--- src/rtl/if_stage.sv ---
// Instruction-fetch stage: owns the fetch PC, addresses instruction memory and fills the IF/ID register.
// Optional perf counters (fetch_cnt, stall_cnt) are compiled in when IF_PERF_CNT_EN is defined.
module if_stage #(
    parameter logic [31:0] RESET_PC   = 32'h0000_3000,
    parameter logic [31:0] EXC_VECTOR = 32'h0000_4180
) (
    input  logic        clk,
    input  logic        reset_n,
    input  logic        stall,
    input  logic        redirect_valid,
    input  logic [31:0] redirect_pc,
    input  logic        is_branch_d,
    input  logic        exc_req,
    input  logic        eret,
    input  logic [31:0] epc,
    output logic [31:0] im_addr,
    input  logic [31:0] im_ins,
    input  logic [4:0]  im_ex,
    output logic [31:0] ir_d,
    output logic [31:0] pc_d,
    output logic [4:0]  ex_d,
    output logic        bd_d,
    output logic        valid_d
`ifdef IF_PERF_CNT_EN
    ,
    output logic [31:0] fetch_cnt,
    output logic [31:0] stall_cnt
`endif
);

    logic [31:0] pc_f_r;
    logic [31:0] pc_f_next_s;
    logic [31:0] bubble_pc_s;
    logic        load_s;
    logic        bubble_s;
    logic        stall_hold_s;

    assign im_addr = pc_f_r;

    // Next-PC selection and IF/ID action; exc_req and eret both outrank stall
    always_comb begin
        pc_f_next_s  = pc_f_r;
        bubble_pc_s  = pc_f_r;
        load_s       = 1'b0;
        bubble_s     = 1'b0;
        stall_hold_s = 1'b0;
        if (exc_req) begin
            pc_f_next_s = EXC_VECTOR;
            bubble_pc_s = EXC_VECTOR;
            bubble_s    = 1'b1;
        end else if (eret) begin
            pc_f_next_s = epc;
            bubble_pc_s = epc;
            bubble_s    = 1'b1;
        end else if (stall) begin
            stall_hold_s = 1'b1;
        end else if (redirect_valid) begin
            // The word fetched this cycle is the delay slot, so it still enters IF/ID
            pc_f_next_s = redirect_pc;
            load_s      = 1'b1;
        end else begin
            pc_f_next_s = pc_f_r + 32'd4;
            load_s      = 1'b1;
        end
    end

    // Fetch PC register
    always_ff @(posedge clk or negedge reset_n) begin
        if (!reset_n) begin
            pc_f_r <= RESET_PC;
        end else begin
            pc_f_r <= pc_f_next_s;
        end
    end

    // IF/ID pipeline register: bubble, load, or hold
    always_ff @(posedge clk or negedge reset_n) begin
        if (!reset_n) begin
            ir_d    <= 32'd0;
            pc_d    <= 32'd0;
            ex_d    <= 5'd0;
            bd_d    <= 1'b0;
            valid_d <= 1'b0;
        end else if (bubble_s) begin
            ir_d    <= 32'd0;
            pc_d    <= bubble_pc_s;
            ex_d    <= 5'd0;
            bd_d    <= 1'b0;
            valid_d <= 1'b0;
        end else if (load_s) begin
            ir_d    <= im_ins;
            pc_d    <= pc_f_r;
            ex_d    <= im_ex;
            bd_d    <= is_branch_d;
            valid_d <= 1'b1;
        end else begin
            ir_d    <= ir_d;
            pc_d    <= pc_d;
            ex_d    <= ex_d;
            bd_d    <= bd_d;
            valid_d <= valid_d;
        end
    end

`ifdef IF_PERF_CNT_EN
    // Free-running fetch and stall counters, wrapping modulo 2^32
    always_ff @(posedge clk or negedge reset_n) begin
        if (!reset_n) begin
            fetch_cnt <= 32'd0;
            stall_cnt <= 32'd0;
        end else begin
            fetch_cnt <= load_s       ? fetch_cnt + 32'd1 : fetch_cnt;
            stall_cnt <= stall_hold_s ? stall_cnt + 32'd1 : stall_cnt;
        end
    end
`endif

endmodule

--- config.mk ---
export PLATFORM = sky130hd
export DESIGN_NAME = if_stage
export DESIGN_NICKNAME = d
export VERILOG_FILES = /design/src/rtl/if_stage.sv
export SDC_FILE = /design/constraint.sdc
export NUM_CORES = 1
export LEC_CHECK = 0
export BUFFER_PORTS_ARGS = -buffer_cell sky130_fd_sc_hd__buf_4
export CAP_MARGIN = 15
export CORE_ASPECT_RATIO = 1.25
export CORE_MARGIN = 2
export CORE_UTILIZATION = 50
export CTS_CLUSTER_DIAMETER = 40
export CTS_CLUSTER_SIZE = 12
export DETAILED_ROUTE_END_ITERATION = 6
export PLACE_DENSITY = 0.8
export SLEW_MARGIN = 10
export SYNTH_ARGS = -nofsm -noshare
export SYNTH_HDL_FRONTEND = slang
export SYNTH_SLANG_ARGS = --single-unit
--- constraint.sdc ---
create_clock -name clk -period 2.3 [get_ports clk]
set_clock_uncertainty 0.15 [all_clocks]
set_input_delay 0 -clock clk [delete_from_list [all_inputs] [get_ports clk]]
set_output_delay 0 -clock clk [all_outputs]
set_load 0.005 [all_outputs]
==> qor.yml, run 1 <==
rsz0062_at_grt: "false"
swShare: 0.267
ios: 211
reg2reg_slack_ns: 0.15
grt_use_total: 0.329
slew_violations: 0
synthFlopType: "dfrtp_1"
fp.dieArea_mm2: 0.0119
rr_endpoint: "im_addr[6]$_DFFE_PN0P_"
fin_total_pwr_mw: 4.83
drt-total-wl_mm: 19.5
slowest_stage: "dlygate4sd3_1"
holdWs_ns: -0.00421
vias: 5774
ff2ff_path_depth: 7
relSlewSlack: 0.564
antenna_left: 0
ir_worst_vdd_mv: 0.350
max_stage_delay_ns: 0.58
crit_chain: "dlygate4sd3_1, buf_8, inv_1, buf_4, and3_1, a21oi_1, dlygate4sd3_1, a2bb2oi_1, nand3_1"
period_minus_slack_ns: 2.19
critical_path_arrival_ns: 2.27
pwr-share-seq: 0.418
cpMostUsedCell: "dlygate4sd3_1"
htree_levels: 3
crit_buf_inv: 5
cts_setup_buffers: 0
floorplan.initialDensity: 0.517
syn_nets: 678
startpoint_type: "input pin"
setup_total_negative_slack_ns: 0
hpwl_mm: 12.1
hp-class: "input pin to asynchronous set/reset pin"
die_h_um: 121
pwr-share-comb: 0.209
core-area_mm2: 0.0107
synth_cell_types: 63
power_frac_clock: 0.373
cts_num_sinks: 103
avgViaCountPerCell: 5.71
nFillCells: 633
critPathRequiredTime_ns: 2.38
drtIter0Drc: 372
die_w_um: 98.0
grt_start_max_net_pins: 70
syn-cell-area_mm2: 0.00552
yosysTopAreaCellShare: 0.458
synth-edff-count: 0
worst_pin_slew_ns: 0.649
fmax_ghz: 0.457
intPower_mw: 3.54
hold_viol_final: 3
power_density_mw_per_mm2: 556
yosysSeqAreaShare: 0.468
firstDrtPassIters: 6
drc: 0
antenna_found_initial: 0
synthArstFlopShare: 1.00
clkLatencyLatePin_ns: 0.35
area_delta_synth_final_pct: 57.5
synth_largest_area_cell: "dfrtp_1"
reg2reg_from: "im_addr[3]$_DFFE_PN0P_"
end_kind: "flop"
synth_seq_cells: 103
violations: "hold timing"
synth_area_leaders: "dfrtp_1 (46%), mux2i_1 (13%), nor2_1 (5.2%)"
worst-setup-path-type: "input pin to flop"
worst-path-max-fanout: 30
numCtsBuffers: 9
gp_congestion: 0.881
critPathTopFamily: "buffers and inverters"
wl_per_cell_um: 19.3
grt_remaining_overflow: 0
fin_crit_sh: 0.951
clockBufferDepth: 2
finalSetupViolCount: 0
cts_tree: "yes"
syn_avg_cell_area_um2: 9.70
final_layout_size_suffix_gt1_frac: 0.308
switching_power_mw: 1.29
row_count: 42
grt_pass1_wl_mm: 31.2
outcome: "finished, violations left"
leakage_nw: 4.22
drv_cap: 0
grt_pass1_vias: 6200
cts_root_buf: "clkbuf_16"
nNetsFinal: 983
clk_pin_slew_ns: 0.07
ys.warnings.count: 0
io_buffers: 210
synthCells: 569
[routing by layer]
layer | part of all wire | wire length (um) | track usage
met5 | 0 | 0 | 0
met4 | 0.035 | 682 | 0.154
met3 | 0.074 | 1450 | 0.0697
met2 | 0.51 | 9920 | 0.572
met1 | 0.38 | 7430 | 0.390
[what timing repair did]
| item | CTS | global route |
|---|---|---|
| hold buffers | 104 | 0 |
| gates resized for setup | 0 | 5 |
| hold endpoints to repair | 203 | 0 |
| endpoints found under the setup margin | 0 | 4 |
[through the flow]
step	hold WS, ns	instance area (um^2)	cells	setup WS [ns]	utilization
after floorplan	-0.446	5520	569	0.227	-
final	-0.00421	8690	1012	0.112	0.814
after global routing	0.0315	8680	1011	0.0235	0.814
after detailed placement	-0.161	7280	891	0.107	0.683
after global placement	-0.158	7280	891	0.220	0.683
after CTS	0.00760	8670	1011	0.0605	0.813
[state kept, by name, indices dropped and copies added (netlist names)]
signal	flops
im_addr	32
pc_d	32
ex_d	5
ir_d	32
valid_d	1
bd_d	1
[worst reg2reg max path: cells and delay by family (launching register included)]
kind | cells | cell delay, ns
AND/OR/NAND/NOR | 2 | 0.33
AO/OA/AOI/OAI | 3 | 0.38
adder cells (fa/ha/maj) | 1 | 0.25
flip-flops | 1 | 0.41
buffers and inverters | 1 | 0.57
[cells in the mapped netlist, drive strengths merged, types with 3 or more instances]
cell type	count
o211ai	4
and3	7
or2	3
nor2	76
dfrtp	101
a31oi	3
o32ai	4
inv	22
a211oi	15
a221oi	7
xnor2	5
o31ai	3
a21boi	15
nand2b	4
mux2i	70
nor3b	3
nand4	4
o221ai	3
nor3	10
nand3	19
nor4	4
or4	3
buf	14
o21ai	21
mux2	3
a221o	5
nor2b	4
xor2	8
a21oi	38
o21a	3
and2	5
clkbuf	30
nand2	30
[cell type report]
class	count	area [um^2]	area share
clock inverters	7	120	0.0138
multi-input cells	400	2680	0.308
repair buffers	338	2830	0.326
inverters	22	82.6	0.00951
well taps	132	165	0.0190
flip-flops and latches	103	2580	0.297
clock buffers	9	225	0.0259
diodes	1	2.50	0.000288
[layout by cell type, fill, tap and decap left out, types with 5 or more instances in the layout]
cell,instances
clkbuf_16,9
a221oi_1,7
a21boi_0,15
nor3_1,9
mux2i_1,70
nor2_1,76
nand3_1,16
and2_1,5
inv_1,22
xor2_1,8
a211oi_1,15
dlygate4sd3_1,104
o21ai_0,18
nand2_1,30
xnor2_1,5
and3_1,6
a221o_1,5
buf_4,231
dfrtp_1,100
a21oi_1,38
[how the worst max path moves through the flow]
| stage | from | to | cells past startpoint |
|---|---|---|---|
| floorplan | im_addr[2]$_DFFE_PN0P_ | im_addr[30]$_DFFE_PN0P_ | 6 |
| global placement | im_addr[3]$_DFFE_PN0P_ | im_addr[30]$_DFFE_PN0P_ | 6 |
| detailed placement | im_addr[3]$_DFFE_PN0P_ | im_addr[20]$_DFFE_PN0P_ | 7 |
| CTS | eret | im_addr[25]$_DFFE_PN0P_ | 9 |
| global route | eret | im_addr[25]$_DFFE_PN0P_ | 9 |
| finish | eret | im_addr[25]$_DFFE_PN0P_ | 9 |
[power by group through the flow]
stage | clock network, mW | registers [mW] | logic [mW]
CTS | 1.80 | 2.02 | 0.987
floorplan | 0 | 2.05 | 0.354
global placement | 0 | 2.04 | 0.816
finish | 1.80 | 2.02 | 1.01
detailed placement | 0 | 2.05 | 0.836
global route | 1.88 | 2.03 | 1.09
[kinds of logic after synthesis]
| logic type | synth area share |
|---|---|
| mux | 0.133 |
| buf+inv | 0.0474 |
| simple gates | 0.164 |
| flops | 0.468 |
| fa+ha+maj | 0.00227 |
| xor+xnor | 0.0206 |
| compound gates | 0.165 |
Note: power is estimated with default switching activity, not from simulation.
==> inputs of run 2 (changes only) <==
--- a/config.mk
+++ b/config.mk
@@ -7,13 +7,13 @@
 export LEC_CHECK = 0
 export BUFFER_PORTS_ARGS = -buffer_cell sky130_fd_sc_hd__buf_4
 export CAP_MARGIN = 15
-export CORE_ASPECT_RATIO = 1.25
 export CORE_MARGIN = 2
 export CORE_UTILIZATION = 50
 export CTS_CLUSTER_DIAMETER = 40
 export CTS_CLUSTER_SIZE = 12
 export DETAILED_ROUTE_END_ITERATION = 6
 export PLACE_DENSITY = 0.8
+export RECOVER_POWER = 100
 export SLEW_MARGIN = 10
 export SYNTH_ARGS = -nofsm -noshare
 export SYNTH_HDL_FRONTEND = slang
==> qor.yml, run 2 (synthesis gave the netlist of run 1 again) <==
cts_tree: "yes"
grt_pass1_wl_mm: 29.2  # -6.5%
numCtsBuffers: 9  # unchanged
period_minus_slack_ns: 2.24  # +0.0494 ns
worst-path-max-fanout: 25  # -17%
slowest_stage: "dlygate4sd3_1"
antenna_found_initial: 0  # unchanged
final_layout_size_suffix_gt1_frac: 0.264  # -0.0447
fin_crit_sh: 0.973  # +0.0215
vias: 5703  # -1.2%
most-common-layout-cells: "buf_4 (124), dlygate4sd3_1 (108), dfrtp_1 (99)"
startpoint_type: "input pin"
antennaDiodeCount: 0  # -1
antenna_left: 0  # unchanged
grt_remaining_overflow: 0  # unchanged
finalSetupViolCount: 0  # unchanged
leakage_nw: 4.00  # -5.2%
min_from: "redirect_pc[29]"
avgViaCountPerCell: 5.57  # -2.4%
cts_num_sinks: 103  # unchanged
core-area_mm2: 0.0108  # +1.2%
wl_per_cell_um: 18.1  # -5.8%
crit_buf_inv: 4  # -1
fmax_ghz: 0.447  # -2.2%
ios: 211  # unchanged
end_kind: "flop"
drtIter0Drc: 431  # +16%
grt_pass1_vias: 5696  # -8.1%
cts_root_buf: "clkbuf_8"
area_delta_synth_final_pct: 52.7
io_buffers: 210  # unchanged
holdWs_ns: 0.0439  # +0.0481 ns
drv_cap: 0  # unchanged
worst-setup-path-type: "input pin to flop"
relSlewSlack: 0.0888  # -0.475
cp-startpoint: "stall"
clockBufferDepth: 2  # unchanged
hpwl_mm: 11.9  # -2.0%
worst_pin_slew_ns: 1.37  # +0.718 ns
crit_chain: "dlygate4sd3_1, buf_4, clkbuf_2, a221o_1, nand2_1, dlygate4sd3_1, o21ai_0"
drc: 0  # unchanged
row_count: 38  # -9.5%
met3_usage: 0.0699  # +0.000234
nNetsFinal: 988  # +0.51%
critPathTopFamily: "buffers and inverters"
die_h_um: 109  # -10%
power_density_mw_per_mm2: 492  # -11%
hp-class: "input pin to flop"
outcome: "finished clean"
rsz0062_at_grt: "false"
htree_levels: 3  # unchanged
critPathRequiredTime_ns: 2.41  # +0.03 ns
use_met2: 0.508  # -0.0644
firstDrtPassIters: 5  # -1
clkLatencyLatePin_ns: 0.37  # +0.02 ns
grtUsageMet1: 0.406  # +0.0166
grt_use_total: 0.315  # -0.0147
grt_start_max_net_pins: 47  # -33%
gp_congestion: 0.842  # -4.4%
floorplan.initialDensity: 0.511  # -0.00599
critical_path_arrival_ns: 2.35  # +0.08 ns
mostFrequentLayoutCell: "buf_4"
slew_violations: 0  # unchanged
die_w_um: 109  # +11%
max_stage_delay_ns: 0.56  # -0.02 ns
hold_viol_final: 0  # -3
drt-total-wl_mm: 18.6  # -4.6%
busiest_layer: "met2"
fp.dieArea_mm2: 0.0119  # about the same
cpMostUsedCell: "dlygate4sd3_1"
reg2reg_from: "im_addr[12]$_DFFE_PN1P_"
ir_worst_vdd_mv: 0.329  # -5.9%
clk_pin_slew_ns: 0.10  # +0.03 ns
setup_total_negative_slack_ns: 0  # unchanged
## run 2: worst min-delay path, stage by stage
cell and delay, ns:
buf_4 0.08, inv_1 0.03, a21oi_1 0.13, a211oi_1 0.06
a2111oi_2 0.19
## run 2: where the power goes
| part | internal, mW | switching [mW] | total (mW) |
|---|---|---|---|
| sequential | 1.91 | 0.106 | 2.02 |
| combinational | 0.523 | 0.442 | 0.965 |
| clock | 0.508 | 0.652 | 1.16 |
| total | 2.95 | 1.20 | 4.15 |
## run 2: per-layer routing
layer  share of wire  vias to the layer above
met5               0                        -
met4           0.029                        0
met3           0.089                       46
met2            0.49                      325
met1            0.40                     2685
li1                -                     2647
## run 2: repair_timing
item	4_1_cts	5_1_grt
gates resized for setup	0	6
hold buffers	110	0
endpoints found under the setup margin	0	13
setup buffers	0	2
endpoints found under the hold margin	204	0
## run 2: final timing paths
path	to	slack, ns	cells after the start
setup / recovery	im_addr[26]$_DFFE_PN0P_	0.06	7
hold / removal	im_addr[29]$_DFFE_PN0P_	0.04	5
setup reg to reg	im_addr[13]$_DFFE_PN1P_	0.07	6
hold reg to reg	valid_d$_DFFE_PN0P_	0.35	1
max in group asynchronous	im_addr[3]$_DFFE_PN0P_	0.47	3
min in group asynchronous	im_addr[12]$_DFFE_PN1P_	0.14	2
## run 2: cell type report
type                       instances  area (um^2)
tap                              140          175
clock inverter                     5         60.1
inverter                          22         82.6
sequential                       103         2580
multi-input combinational        400         2660
clock buffer                      11          131
fill                             721         2370
timing repair buffer             343         2730
## run 2: through the flow
step | instance area (um^2) | worst slack, ns | total power, mW | utilization | std cells
2_1_floorplan | 5520 | 0.227 | 2.40 | - | 569
3_3_place_gp | 7280 | 0.169 | 2.86 | 0.674 | 897
3_5_place_dp | 7280 | 0.112 | 2.88 | 0.674 | 897
4_1_cts | 8580 | 0.0404 | 4.17 | 0.795 | 1023
5_1_grt | 8420 | 0.00833 | 4.34 | 0.780 | 1024
6_report | 8420 | 0.0623 | 4.15 | 0.780 | 1024
==> inputs of run 3 (changes only) <==
--- a/config.mk
+++ b/config.mk
@@ -8,11 +8,11 @@
 export BUFFER_PORTS_ARGS = -buffer_cell sky130_fd_sc_hd__buf_4
 export CAP_MARGIN = 15
 export CORE_MARGIN = 2
-export CORE_UTILIZATION = 50
+export CORE_UTILIZATION = 35
 export CTS_CLUSTER_DIAMETER = 40
 export CTS_CLUSTER_SIZE = 12
 export DETAILED_ROUTE_END_ITERATION = 6
-export PLACE_DENSITY = 0.8
+export PLACE_DENSITY = 0.58
 export RECOVER_POWER = 100
 export SLEW_MARGIN = 10
 export SYNTH_ARGS = -nofsm -noshare
==> qor.yml, run 3 (synthesis gave the netlist of run 1 again) <==
finalSetupViolCount: 0  # unchanged
drtIter0Drc: 331  # -23%
intPower_mw: 3.33  # +13%
grt_use_total: 0.230  # -0.0847
critical_path_arrival_ns: 2.32  # -0.03 ns
die_w_um: 130  # +19%
hpwl_mm: 13.1  # +10%
worst-setup-path-type: "input pin to flop"
cts_root_buf: "clkbuf_16"
startpoint_type: "input pin"
min_delay_path_depth: 3  # -2
fin_crit_sh: 0.950  # -0.0232
rsz0062_at_grt: "false"
relSlewSlack: -0.0769  # -0.166
floorplan.initialDensity: 0.360  # -0.151
clk_pin_slew_ns: 0.07  # -0.03 ns
grt_pass1_vias: 5751  # +0.97%
ff2ff_path_depth: 7  # +1
power_density_mw_per_mm2: 526  # +6.8%
leakage_nw: 4.09  # +2.4%
drv_cap: 1  # +1
end_kind: "flop"
pwr-share-comb: 0.216  # -0.017
ir_worst_vdd_mv: 0.333  # +1.1%
grt_start_max_net_pins: 63  # +34%
area_delta_synth_final_pct: 57.6
grt_pass1_wl_mm: 30.2  # +3.5%
die_h_um: 130  # +19%
fin_cells: 1107  # +8.1%
drt-total-wl_mm: 19.2  # +3.4%
worst_pin_slew_ns: 1.62  # +0.249 ns
critPathRequiredTime_ns: 2.44  # +0.03 ns
numCtsBuffers: 9  # unchanged
reg2reg_slack_ns: 0.15  # +0.08 ns
htree_levels: 3  # unchanged
grt_remaining_overflow: 0  # unchanged
core-area_mm2: 0.0153  # +42%
cp-startpoint: "redirect_valid"
cts_num_sinks: 103  # unchanged
setup_total_negative_slack_ns: 0  # unchanged
slew_violations: 28  # +28
wl_per_cell_um: 17.4  # -4.3%
swShare: 0.272  # -0.0174
row_count: 45  # +18%
placed_area_mm2: 0.00744  # +2.1%
hold_viol_final: 0  # unchanged
drc: 0  # unchanged
dp_slack_ns: 0.107  # -0.00511 ns
final_util: 0.568  # -0.213
fp.dieArea_mm2: 0.0168  # +41%
final_layout_size_suffix_gt1_frac: 0.268  # +0.00458
hp-class: "input pin to flop"
vias: 5596  # -1.9%
antenna_left: 0  # unchanged
mostFrequentLayoutCell: "buf_4"
rr_endpoint: "im_addr[22]$_DFFE_PN0P_"
firstDrtPassIters: 4  # -1
io_buffers: 210  # unchanged
nFillCells: 1388  # +93%
dp_cells: 977  # +8.9%
most-common-layout-cells: "buf_4 (136), dlygate4sd3_1 (109), dfrtp_1 (99)"
gp_congestion: 0.865  # +2.7%
nNetsFinal: 999  # +1.1%
period_minus_slack_ns: 2.18  # -0.0533 ns
multi_input_area_mm2: 0.00267  # +0.28%
ios: 211  # unchanged
clkLatencyLatePin_ns: 0.35  # -0.02 ns
antenna_found_initial: 0  # unchanged
holdWs_ns: 0.0275  # -0.0164 ns
fin_total_pwr_mw: 4.57  # +10%
violations: "capacitance limit, slew limit"
switching_power_mw: 1.24  # +3.6%
fmax_ghz: 0.458  # +2.4%
clockBufferDepth: 2  # unchanged
cts_tree: "yes"
worst_slack_ns: 0.116  # +0.0533 ns
pwr-share-seq: 0.439  # -0.048
worst-path-max-fanout: 35  # +40%
design_area_mm2: 0.00869  # +3.2%
power_frac_clock: 0.344  # +0.064
outcome: "finished, violations left"
reg2reg_from: "im_addr[3]$_DFFE_PN0P_"
endpoint: "im_addr[25]$_DFFE_PN0P_"
seqCellArea_mm2: 0.00258  # unchanged
avgViaCountPerCell: 5.06  # -9.2%
[run 3: cell types whose count changed in the layout (fill, tap and decap cells not counted), moves of 2 or more]
cell | before | now
clkbuf_2 | 4 | 1
clkbuf_1 | 37 | 43
clkbuf_4 | 68 | 65
clkbuf_16 | 0 | 9
clkbuf_8 | 9 | 1
clkinv_4 | 2 | 0
buf_4 | 124 | 136
[run 3: worst max-delay path, stage by stage]
cell and delay (ns):
dlygate4sd3_1 0.55, buf_6 0.27, nor2b_1 0.18, buf_4 0.26, and3_1 0.19, a21oi_1 0.04, dlygate4sd3_1 0.57, a2bb2oi_1 0.13
nand3_1 0.10
[run 3: worst min-delay path by stage]
stage	to	startpoint	slack, ns
6_report	im_addr[29]$_DFFE_PN0P_	stall	0.03
5_1_grt	im_addr[15]$_DFFE_PN0P_	redirect_pc[15]	0.06
4_1_cts	pc_d[16]$_DFFE_PN0P_	reset_n	0.01
3_5_place_dp	pc_d[16]$_DFFE_PN0P_	reset_n	-0.18
3_3_place_gp	pc_d[16]$_DFFE_PN0P_	reset_n	-0.19
2_1_floorplan	bd_d$_DFFE_PN0P_	reset_n	-0.45
[run 3: timing repair]
| action | in CTS | in global routing |
|---|---|---|
| setup endpoints to repair | 0 | 9 |
| hold buffers | 110 | 0 |
| gates resized for setup | 0 | 7 |
| setup buffers | 0 | 3 |
| hold endpoints to repair | 203 | 0 |
[run 3: final cells by class]
cell class | instances | share of cell area
Sequential cell | 103 | 0.297
Clock inverter | 3 | 0.00504
Timing Repair Buffer | 354 | 0.322
Antenna cell | 1 | 0.000288
Inverter | 22 | 0.00950
Clock buffer | 13 | 0.0288
Tap cell | 211 | 0.0304
Multi-Input combinational cell | 400 | 0.307
[run 3: power by group through the flow]
| stage | combinational [mW] | sequential (mW) | clock, mW |
|---|---|---|---|
| after floorplan | 0.354 | 2.05 | 0 |
| after global placement | 0.858 | 2.04 | 0 |
| after detailed placement | 0.871 | 2.04 | 0 |
| after CTS | 1.03 | 2.01 | 1.62 |
| after global routing | 1.08 | 2.02 | 1.69 |
| final | 0.989 | 2.01 | 1.57 |
[run 3: metal layers]
metal	up-vias	wire length, um	track usage
met3	27	1320	0.0562
met1	2669	8460	0.297
li1	2678	-	-
met2	222	9050	0.380
met4	0	384	0.0791
met5	-	0	0
